<file path="config.mk">
export PLATFORM = sky130hd
export DESIGN_NAME = chal_loader
export DESIGN_NICKNAME = d
export VERILOG_FILES = /design/src/rtl/meas_pkg.sv /design/src/rtl/chal_pair_check.sv /design/src/rtl/chal_loader.sv
export SDC_FILE = /design/constraint.sdc
export NUM_CORES = 1
export LEC_CHECK = 0
export CORE_ASPECT_RATIO = 0.6
export CORE_MARGIN = 4
export CORE_UTILIZATION = 30
export CTS_CLUSTER_SIZE = 40
export DETAILED_ROUTE_END_ITERATION = 6
export GPL_TIMING_DRIVEN = 0
export HOLD_SLACK_MARGIN = 0.15
export SYNTH_ARGS = -nofsm -noshare
export SYNTH_HDL_FRONTEND = slang
export SYNTH_HIERARCHICAL = 1
export SYNTH_SLANG_ARGS = --single-unit
</file>
<file path="constraint.sdc">
create_clock -name I_clk -period 2.22 [get_ports I_clk]
set_clock_uncertainty 0.2 [all_clocks]
set_input_delay 0.333 -clock I_clk [delete_from_list [all_inputs] [get_ports I_clk]]
set_output_delay 0.333 -clock I_clk [all_outputs]
set_load 0.02 [all_outputs]
</file>
<file path="src/rtl/meas_pkg.sv">
// Shared definitions for the ring-oscillator measurement slice:
// common size defaults and the challenge-loader state encoding.
package meas_pkg;

    localparam int unsigned C_IOSCNUM      = 10;
    localparam int unsigned C_MEMDATAWIDTH = 8;
    localparam int unsigned C_MEMADDRWIDTH = 5;

    typedef enum logic [2:0] {
        ST_IDLE,
        ST_WAIT,
        ST_STRB_LO,
        ST_STRB_HI,
        ST_FIN
    } ld_state_t;

endpackage

</file>
<file path="src/rtl/chal_pair_check.sv">
// Combinational validation of one challenge word: index range and
// degenerate-pair (odd word equal to its even partner) detection.
module chal_pair_check #(
    parameter int unsigned C_IOSCNUM      = meas_pkg::C_IOSCNUM,
    parameter int unsigned C_MEMDATAWIDTH = meas_pkg::C_MEMDATAWIDTH
) (
    input  logic [C_MEMDATAWIDTH-1:0] word_i,
    input  logic [C_MEMDATAWIDTH-1:0] prev_even_i,
    input  logic                      addr_lsb_i,
    output logic                      err_o
);
    import meas_pkg::*;

    logic range_err;
    logic pair_err;

    always_comb begin
        range_err = (32'(word_i) >= C_IOSCNUM);
        pair_err  = addr_lsb_i && (word_i == prev_even_i);
        err_o     = range_err || pair_err;
    end

endmodule

</file>
<file path="src/rtl/chal_loader.sv">
// Writer side of the challenge memory: validates oscillator-index pairs from a
// valid/ready stream and strobes them into consecutive addresses from 0.
module chal_loader #(
    parameter int unsigned C_IOSCNUM      = meas_pkg::C_IOSCNUM,
    parameter int unsigned C_MEMDATAWIDTH = meas_pkg::C_MEMDATAWIDTH,
    parameter int unsigned C_MEMADDRWIDTH = meas_pkg::C_MEMADDRWIDTH
) (
    input  logic                      I_osc_rst,
    input  logic                      I_clk,
    input  logic                      I_start,
    input  logic [C_MEMADDRWIDTH:0]   I_len,
    input  logic                      I_wr_valid,
    input  logic [C_MEMDATAWIDTH-1:0] I_wr_data,
    output logic                      O_wr_ready,
    output logic [C_MEMADDRWIDTH-1:0] O_mem_addr,
    output logic [C_MEMDATAWIDTH-1:0] O_mem_data,
    output logic                      O_wrclk,
    output logic                      O_ext_mem,
    output logic                      O_busy,
    output logic                      O_done,
    output logic                      O_err
);
    import meas_pkg::*;

    localparam logic [C_MEMADDRWIDTH:0]   C_MAXLEN   = {1'b1, {C_MEMADDRWIDTH{1'b0}}};
    localparam logic [C_MEMADDRWIDTH:0]   C_LEN_ONE  = {{C_MEMADDRWIDTH{1'b0}}, 1'b1};
    localparam logic [C_MEMADDRWIDTH-1:0] C_ADDR_ONE = {{(C_MEMADDRWIDTH-1){1'b0}}, 1'b1};

    ld_state_t                 state_q;
    logic [C_MEMADDRWIDTH-1:0] addr_q;
    logic [C_MEMDATAWIDTH-1:0] data_q;
    logic [C_MEMDATAWIDTH-1:0] prev_q;
    logic [C_MEMADDRWIDTH:0]   len_q;
    logic                      wrclk_q;
    logic                      ext_q;
    logic                      ready_q;
    logic                      busy_q;
    logic                      done_q;
    logic                      err_q;

    logic word_err;
    logic last_word;

    chal_pair_check #(
        .C_IOSCNUM      (C_IOSCNUM),
        .C_MEMDATAWIDTH (C_MEMDATAWIDTH)
    ) u_pair_check (
        .word_i      (I_wr_data),
        .prev_even_i (prev_q),
        .addr_lsb_i  (addr_q[0]),
        .err_o       (word_err)
    );

    // The length check at start guarantees len_q >= 2 here, so no underflow.
    assign last_word = ({1'b0, addr_q} == (len_q - C_LEN_ONE));

    always_ff @(posedge I_clk or posedge I_osc_rst) begin
        if (I_osc_rst) begin
            state_q <= ST_IDLE;
            addr_q  <= '0;
            data_q  <= '0;
            prev_q  <= '0;
            len_q   <= '0;
            wrclk_q <= 1'b1;
            ext_q   <= 1'b1;
            ready_q <= 1'b0;
            busy_q  <= 1'b0;
            done_q  <= 1'b0;
            err_q   <= 1'b0;
        end else begin
            done_q <= 1'b0;
            case (state_q)
                ST_IDLE: begin
                    if (I_start) begin
                        err_q <= 1'b0;
                        len_q <= I_len;
                        if (I_len == '0) begin
                            state_q <= ST_FIN;
                            done_q  <= 1'b1;
                            ext_q   <= 1'b0;
                            busy_q  <= 1'b0;
                        end else if (I_len[0] || (I_len > C_MAXLEN)) begin
                            err_q <= 1'b1;
                        end else begin
                            state_q <= ST_WAIT;
                            addr_q  <= '0;
                            ext_q   <= 1'b1;
                            busy_q  <= 1'b1;
                            ready_q <= 1'b1;
                        end
                    end
                end
                ST_WAIT: begin
                    if (I_wr_valid && ready_q) begin
                        ready_q <= 1'b0;
                        if (word_err) begin
                            err_q   <= 1'b1;
                            busy_q  <= 1'b0;
                            state_q <= ST_IDLE;
                        end else begin
                            data_q  <= I_wr_data;
                            if (!addr_q[0]) begin
                                prev_q <= I_wr_data;
                            end
                            wrclk_q <= 1'b0;
                            state_q <= ST_STRB_LO;
                        end
                    end
                end
                ST_STRB_LO: begin
                    // Rising edge of the write clock lands while address/data are held.
                    wrclk_q <= 1'b1;
                    state_q <= ST_STRB_HI;
                end
                ST_STRB_HI: begin
                    if (last_word) begin
                        state_q <= ST_FIN;
                        done_q  <= 1'b1;
                        ext_q   <= 1'b0;
                        busy_q  <= 1'b0;
                    end else begin
                        addr_q  <= addr_q + C_ADDR_ONE;
                        ready_q <= 1'b1;
                        state_q <= ST_WAIT;
                    end
                end
                ST_FIN: begin
                    state_q <= ST_IDLE;
                end
                default: begin
                    state_q <= ST_IDLE;
                end
            endcase
        end
    end

    assign O_wr_ready = ready_q;
    assign O_mem_addr = addr_q;
    assign O_mem_data = data_q;
    assign O_wrclk    = wrclk_q;
    assign O_ext_mem  = ext_q;
    assign O_busy     = busy_q;
    assign O_done     = done_q;
    assign O_err      = err_q;

endmodule

</file>
After elaboration in Yosys (flattened, before gate mapping)

Index checks and enable logic that the tools add are counted.

Input port bits: 18
Register bits: 36
Output and inout port bits: 19
Word-level logic and storage cells: 89

Add/subtract/negate cells: 2
Magnitude comparators: 2
Equality and inequality tests: 14
Reduce and logical (&&, ||, !) cells: 20
Bitwise gates (word level): 2
Multiplexer cells: 38

Operators with widths:

| cell                  | count |
|---|---|
| $mux W1               | 20 |
| $mux W5               | 4 |
| $mux W3               | 5 |
| $ne A2 B2 Y1 const B  | 7 |
| $pmux W3 S4           | 1 |
| $reduce_and A4 Y1     | 3 |
| $reduce_and A6 Y1     | 2 |
| $pmux W5 S2           | 1 |
| $reduce_and A3 Y1     | 3 |
| $eq A8 B8 Y1          | 1 |
| $ge A8 B4 Y1 const B  | 1 |
| $pmux W1 S2           | 4 |
| $eq A3 B2 Y1 const B  | 2 |
| $eq A5 B6 Y1          | 1 |
| $gt A6 B6 Y1 const B  | 1 |
| $logic_not A6 Y1      | 1 |
| $pmux W1 S3           | 2 |
| $reduce_bool A2 Y1    | 3 |
| $sub A6 B1 Y6 const B | 1 |
| $add A5 B1 Y5 const B | 1 |
| $reduce_and A5 Y1     | 1 |
| $eq A3 B1 Y1 const B  | 1 |
| $logic_not A3 Y1      | 1 |
| $ne A3 B3 Y1 const B  | 1 |
| 7 further kinds       | 10 |

Logic depth before layout (Yosys ltp)

Word-level depth: 6
Gate-level depth with buffers: 9

Hierarchy

The synthesis kept the hierarchy.

By module, submodules not included:

| module          | instances | area an instance (sq um) | cells each |
|---|---|---|---|
| chal_loader     | 1         | 1,684.1                  | 152 |
| chal_pair_check | 1         | 112.6                    | 14 |

Worst setup path before layout

No wires, ideal clock.

Path type: input -> register
Start: input I_wr_data[7]
End: register prev_q[0]
Data required time: 1.895 ns
Buffers on the path: 1
Setup slack: -0.281 ns
Arrival time: 2.176 ns
Library setup time: 0.125 ns
Stages: 8
Path through: nor4_1 > nand2_1 > a41o_1 > or3_1 > or2_2 > buf_2 > nor2_4 > mux2_2

Word-level cells in the longest chain between the ends: 5

RTL lines:

| element                                                              | line                  | source |
|---|---|---|
| from (decl)                                                          | chal_loader.sv:13     | `input logic [C_MEMDATAWIDTH-1:0] I_wr_data,` |
| parallel branches: the longest is 2 deep, another holds $ge A8 B4 Y1 | n/a                   |  |
| $logic_or A1 B1 Y1 (*)                                               | chal_pair_check.sv:20 | `err_o = range_err \|\| pair_err;` |
| named net word_err                                                   | chal_loader.sv:41     | `logic word_err;` |
| $not A1 Y1 (no line) (*)                                             | n/a                   |  |
| $reduce_and A4 Y1 (no line) (*)                                      | n/a                   |  |
| to (signal assigned)                                                 | chal_loader.sv:103    | `prev_q <= I_wr_data;` |
| to (decl)                                                            | chal_loader.sv:32     | `logic [C_MEMDATAWIDTH-1:0] prev_q;` |

Mark *: on every way through the listed nets, which the timed path passes.
A chain may end at the register's enable or synchronous reset.

Final worst setup path

Start: register prev_q[3]
End: register prev_q[1]

Word-level cells in the longest chain between the ends: 5

RTL lines:

| element                     | line                  | source |
|---|---|---|
| $eq A8 B8 Y1                | chal_pair_check.sv:19 | `pair_err = addr_lsb_i && (word_i == prev_even_i);` |
| $logic_and A1 B1 Y1         | chal_pair_check.sv:19 |  |
| $logic_or A1 B1 Y1          | chal_pair_check.sv:20 |  |
| named net word_err          | chal_loader.sv:41     |  |
| $not A1 Y1 (no line)        | n/a                   |  |
| $reduce_and A4 Y1 (no line) | n/a                   |  |

The timed path passes the listed nets, and every way through them passes these cells.

==> results.txt <==
status - finished with violations
failing checks - setup timing
height of the die - 67.9 microns
path class of the lowest-slack min-delay path - input pin to register
post-route non-filler standard cell count - 306
Worst Tran Pin Value - 743 ps
number of enable flip-flop cells after synthesis - 0
number of vias in the routed layout - 1435
worst vdd ir - 0.383 mV
via count of the first global-routing pass - 1388
final setup violating endpoints - 21
aggregate routed wire length - 4450 microns
setup repair after global routing missed its margin - yes
cell at the root of the clock tree - sky130_fd_sc_hd__clkbuf_8
global-route wire length before repair - 6980 microns
async set or reset register ratio after synthesis - 1.00
total gr overflow - 0
sum of routed wire segments on met1 - 2400 microns
TritonCTS clock tree - yes
Highest Clock Rate - 408 MHz
number of detailed-routing iterations run before antenna repair - 4
ratio of cells with drive above 1 in the final layout - 0.363
H-tree level count - 2
number of antenna violations at the first check in global routing - 0
fraction of the yosys area taken by sequential cells - 0.503
top routing layer in use - met4
Hold Worst Slack - 132 ps
ant diodes - 0
post-synthesis area per instance - 10.8 sq um
overall track demand over capacity in global routing - 0.125
final instance area - 2730 sq um
Seq cells post-synth - 36
total power divided by cell area - 1040 nW/um^2
area added between synthesis and finish - 52.2%
Cell variety after synth - 37
row cnt - 21
HPWL after detailed placement - 3140 microns
leading register cell type out of synthesis - sky130_fd_sc_hd__dfrtp_1
horizontal die dimension - 108 microns
critical path startpoint category - register
Critical Path RT - 2190 ps
footprint of the multi-input gates - 1020 sq um
post-placement worst setup slack - -1040 ps
sort of element at the end of the critical path - register
routed wl met2 - 1780 microns
number of design rule violations left after detail routing - 0
number of fill cells in the layout - 539
Clock Tree Buf Depth - 2
# placed instances - 282
pin count of the biggest net entering global routing - 37
area of all sequential standard cells - 905 sq um
worst relative slew slack - 0.504
number of standard cells after synthesis - 166
worst setup margin - -230 ps
count of nets left with antenna violations after detail routing - 0
largest fanout on the critical path - 8
ports placed on the boundary - 37
count of maximum capacitance violations - 0
final RePlAce weighted congestion - 0.763
placement-stage cell area - 2320 sq um
Worst Path Class, Setup - register to register
r2r worst-path depth - 8
clock buffer count from CTS - 5
final count of hold timing violations - 0
die footprint - 7330 sq um
total number of clock tree sinks - 36
core region area - 5680 sq um
Clk Latency, worst-skew pair - 290 ps
wire length per cell - 14.5 microns
area of the mapped netlist - 1800 sq um
total met3 wirelength after detailed routing - 220 microns
reported leakage power - 0.00121 uW
arrival time reported for the critical path endpoint - 2420 ps
total number of yosys warnings - 6
number of vias per cell - 4.69
most common cell after layout, fill and taps aside - sky130_fd_sc_hd__dfrtp_1
ratio of final minimum period to clock period - 1.10
Max Slew Vio Count - 0
Min-Delay Path Depth - 2
count of nets after finishing - 245
IO buf count - 36
post-CTS clock slew at the launch and capture registers of the worst setup and hold paths - 70 ps
final core utilization - 0.482
leading cell types in the layout, fill and taps excluded - 33 x sky130_fd_sc_hd__dfrtp_1, 24 x sky130_fd_sc_hd__clkdlybuf4s50_1, 13 x sky130_fd_sc_hd__buf_4
Mapped Nets - 186
time the final worst path needs with I/O delays and setup - 2450 ps
Starting DRT DRC Count - 39
initial core utilization - 0.317
synth_stat cells, types with 2 or more instances:
library cell / instances / area, sq um
sky130_fd_sc_hd__nand3_1: 3 / 15.0
sky130_fd_sc_hd__mux2_2: 19 / 214
sky130_fd_sc_hd__dfstp_2: 2 / 52.6
sky130_fd_sc_hd__inv_1: 9 / 33.8
sky130_fd_sc_hd__o21ai_0: 7 / 35.0
sky130_fd_sc_hd__nor2_1: 11 / 41.3
sky130_fd_sc_hd__o22ai_1: 4 / 25.0
sky130_fd_sc_hd__xnor2_1: 6 / 52.6
sky130_fd_sc_hd__clkbuf_1: 3 / 11.3
sky130_fd_sc_hd__or3_1: 2 / 12.5
sky130_fd_sc_hd__a21oi_1: 6 / 30.0
sky130_fd_sc_hd__or4_1: 2 / 15.0
sky130_fd_sc_hd__buf_2: 3 / 15.0
sky130_fd_sc_hd__a41o_1: 2 / 20.0
sky130_fd_sc_hd__a31oi_1: 2 / 12.5
sky130_fd_sc_hd__xor2_1: 9 / 78.8
sky130_fd_sc_hd__and3_1: 2 / 12.5
sky130_fd_sc_hd__o211ai_1: 2 / 15.0
sky130_fd_sc_hd__or2_2: 3 / 18.8
sky130_fd_sc_hd__nor3_1: 7 / 35.0
sky130_fd_sc_hd__nor4_1: 3 / 18.8
sky130_fd_sc_hd__a21o_1: 2 / 15.0
sky130_fd_sc_hd__nand2_1: 9 / 33.8
sky130_fd_sc_hd__dfrtp_1: 34 / 851
sky130_fd_sc_hd__ha_1: 2 / 25.0
registers in the layout, indices dropped and copies added (netlist names):
signal      cells
state_q         3
prev_q          8
O_done          1
O_mem_addr      5
O_err           1
O_wr_ready      1
O_wrclk         1
O_mem_data      8
O_ext_mem       1
O_busy          1
len_q           6
layer usage:
metal | up-vias | global-route usage
li1 | 706 | -
met1 | 687 | 0.192
met2 | 37 | 0.167
met3 | 5 | 0.0302
met4 | 0 | 0.0472
met5 | - | 0
per-stage QoR:
| stage | TNS, ps | power, uW |
|---|---|---|
| 2_1_floorplan | -1660 | 1580 |
| 3_3_place_gp | -19590 | 1920 |
| 3_5_place_dp | -20010 | 1930 |
| 4_1_cts | -3040 | 2750 |
| 5_1_grt | -4640 | 3030 |
| 6_report | -3100 | 2850 |
power breakdown:
group,internal (uW),switching [uW]
sequential,829,174
combinational,659,564
clock,396,232
worst max-delay path, cell delays in order, from the launching register on:
cell	delay (ps)
sky130_fd_sc_hd__dfrtp_1	400
sky130_fd_sc_hd__xor2_1	210
sky130_fd_sc_hd__nor3_1	80
sky130_fd_sc_hd__a41o_1	280
sky130_fd_sc_hd__or3_4	340
sky130_fd_sc_hd__or2_4	260
sky130_fd_sc_hd__nor2_4	120
sky130_fd_sc_hd__buf_12	140
sky130_fd_sc_hd__mux2_4	300
cell families after synthesis:
kind of cell / share of synthesized area
compound gates: 0.102
xor+xnor: 0.0731
fa+ha+maj: 0.0139
buf+inv: 0.0334
flops: 0.503
mux: 0.125
simple gates: 0.150
cell type report:
| type | count | area share |
|---|---|---|
| plain buffers | 5 | 0.0101 |
| clock buffers | 7 | 0.0352 |
| clock inverters | 1 | 0.0110 |
| inverters | 9 | 0.0124 |
| multi-input cells | 115 | 0.374 |
| flip-flops and latches | 36 | 0.331 |
| well taps | 80 | 0.0366 |
| repair buffers | 53 | 0.190 |
worst paths after layout:
kind	startpoint	end	slack [ps]
worst max-delay path	prev_q[3]	prev_q[1]	-230
worst min-delay path	I_len[2]	len_q[2]	130
worst max register to register	prev_q[3]	prev_q[1]	-230
worst min register to register	O_mem_data[4]	O_mem_data[4]	300
max in group asynchronous	I_osc_rst	len_q[2]	1000
min in group asynchronous	I_osc_rst	O_mem_data[3]	300
repair_timing:
item / CTS / global route
pin swaps: 20 / 13
buffers inserted: 10 / 5
cloned: 1 / 0
hold buffers: 0 / 1
endpoints found under the setup margin: 27 / 30
gates resized for setup: 38 / 13
hold endpoints to repair: 0 / 1
(Power assumes the default switching activity.)
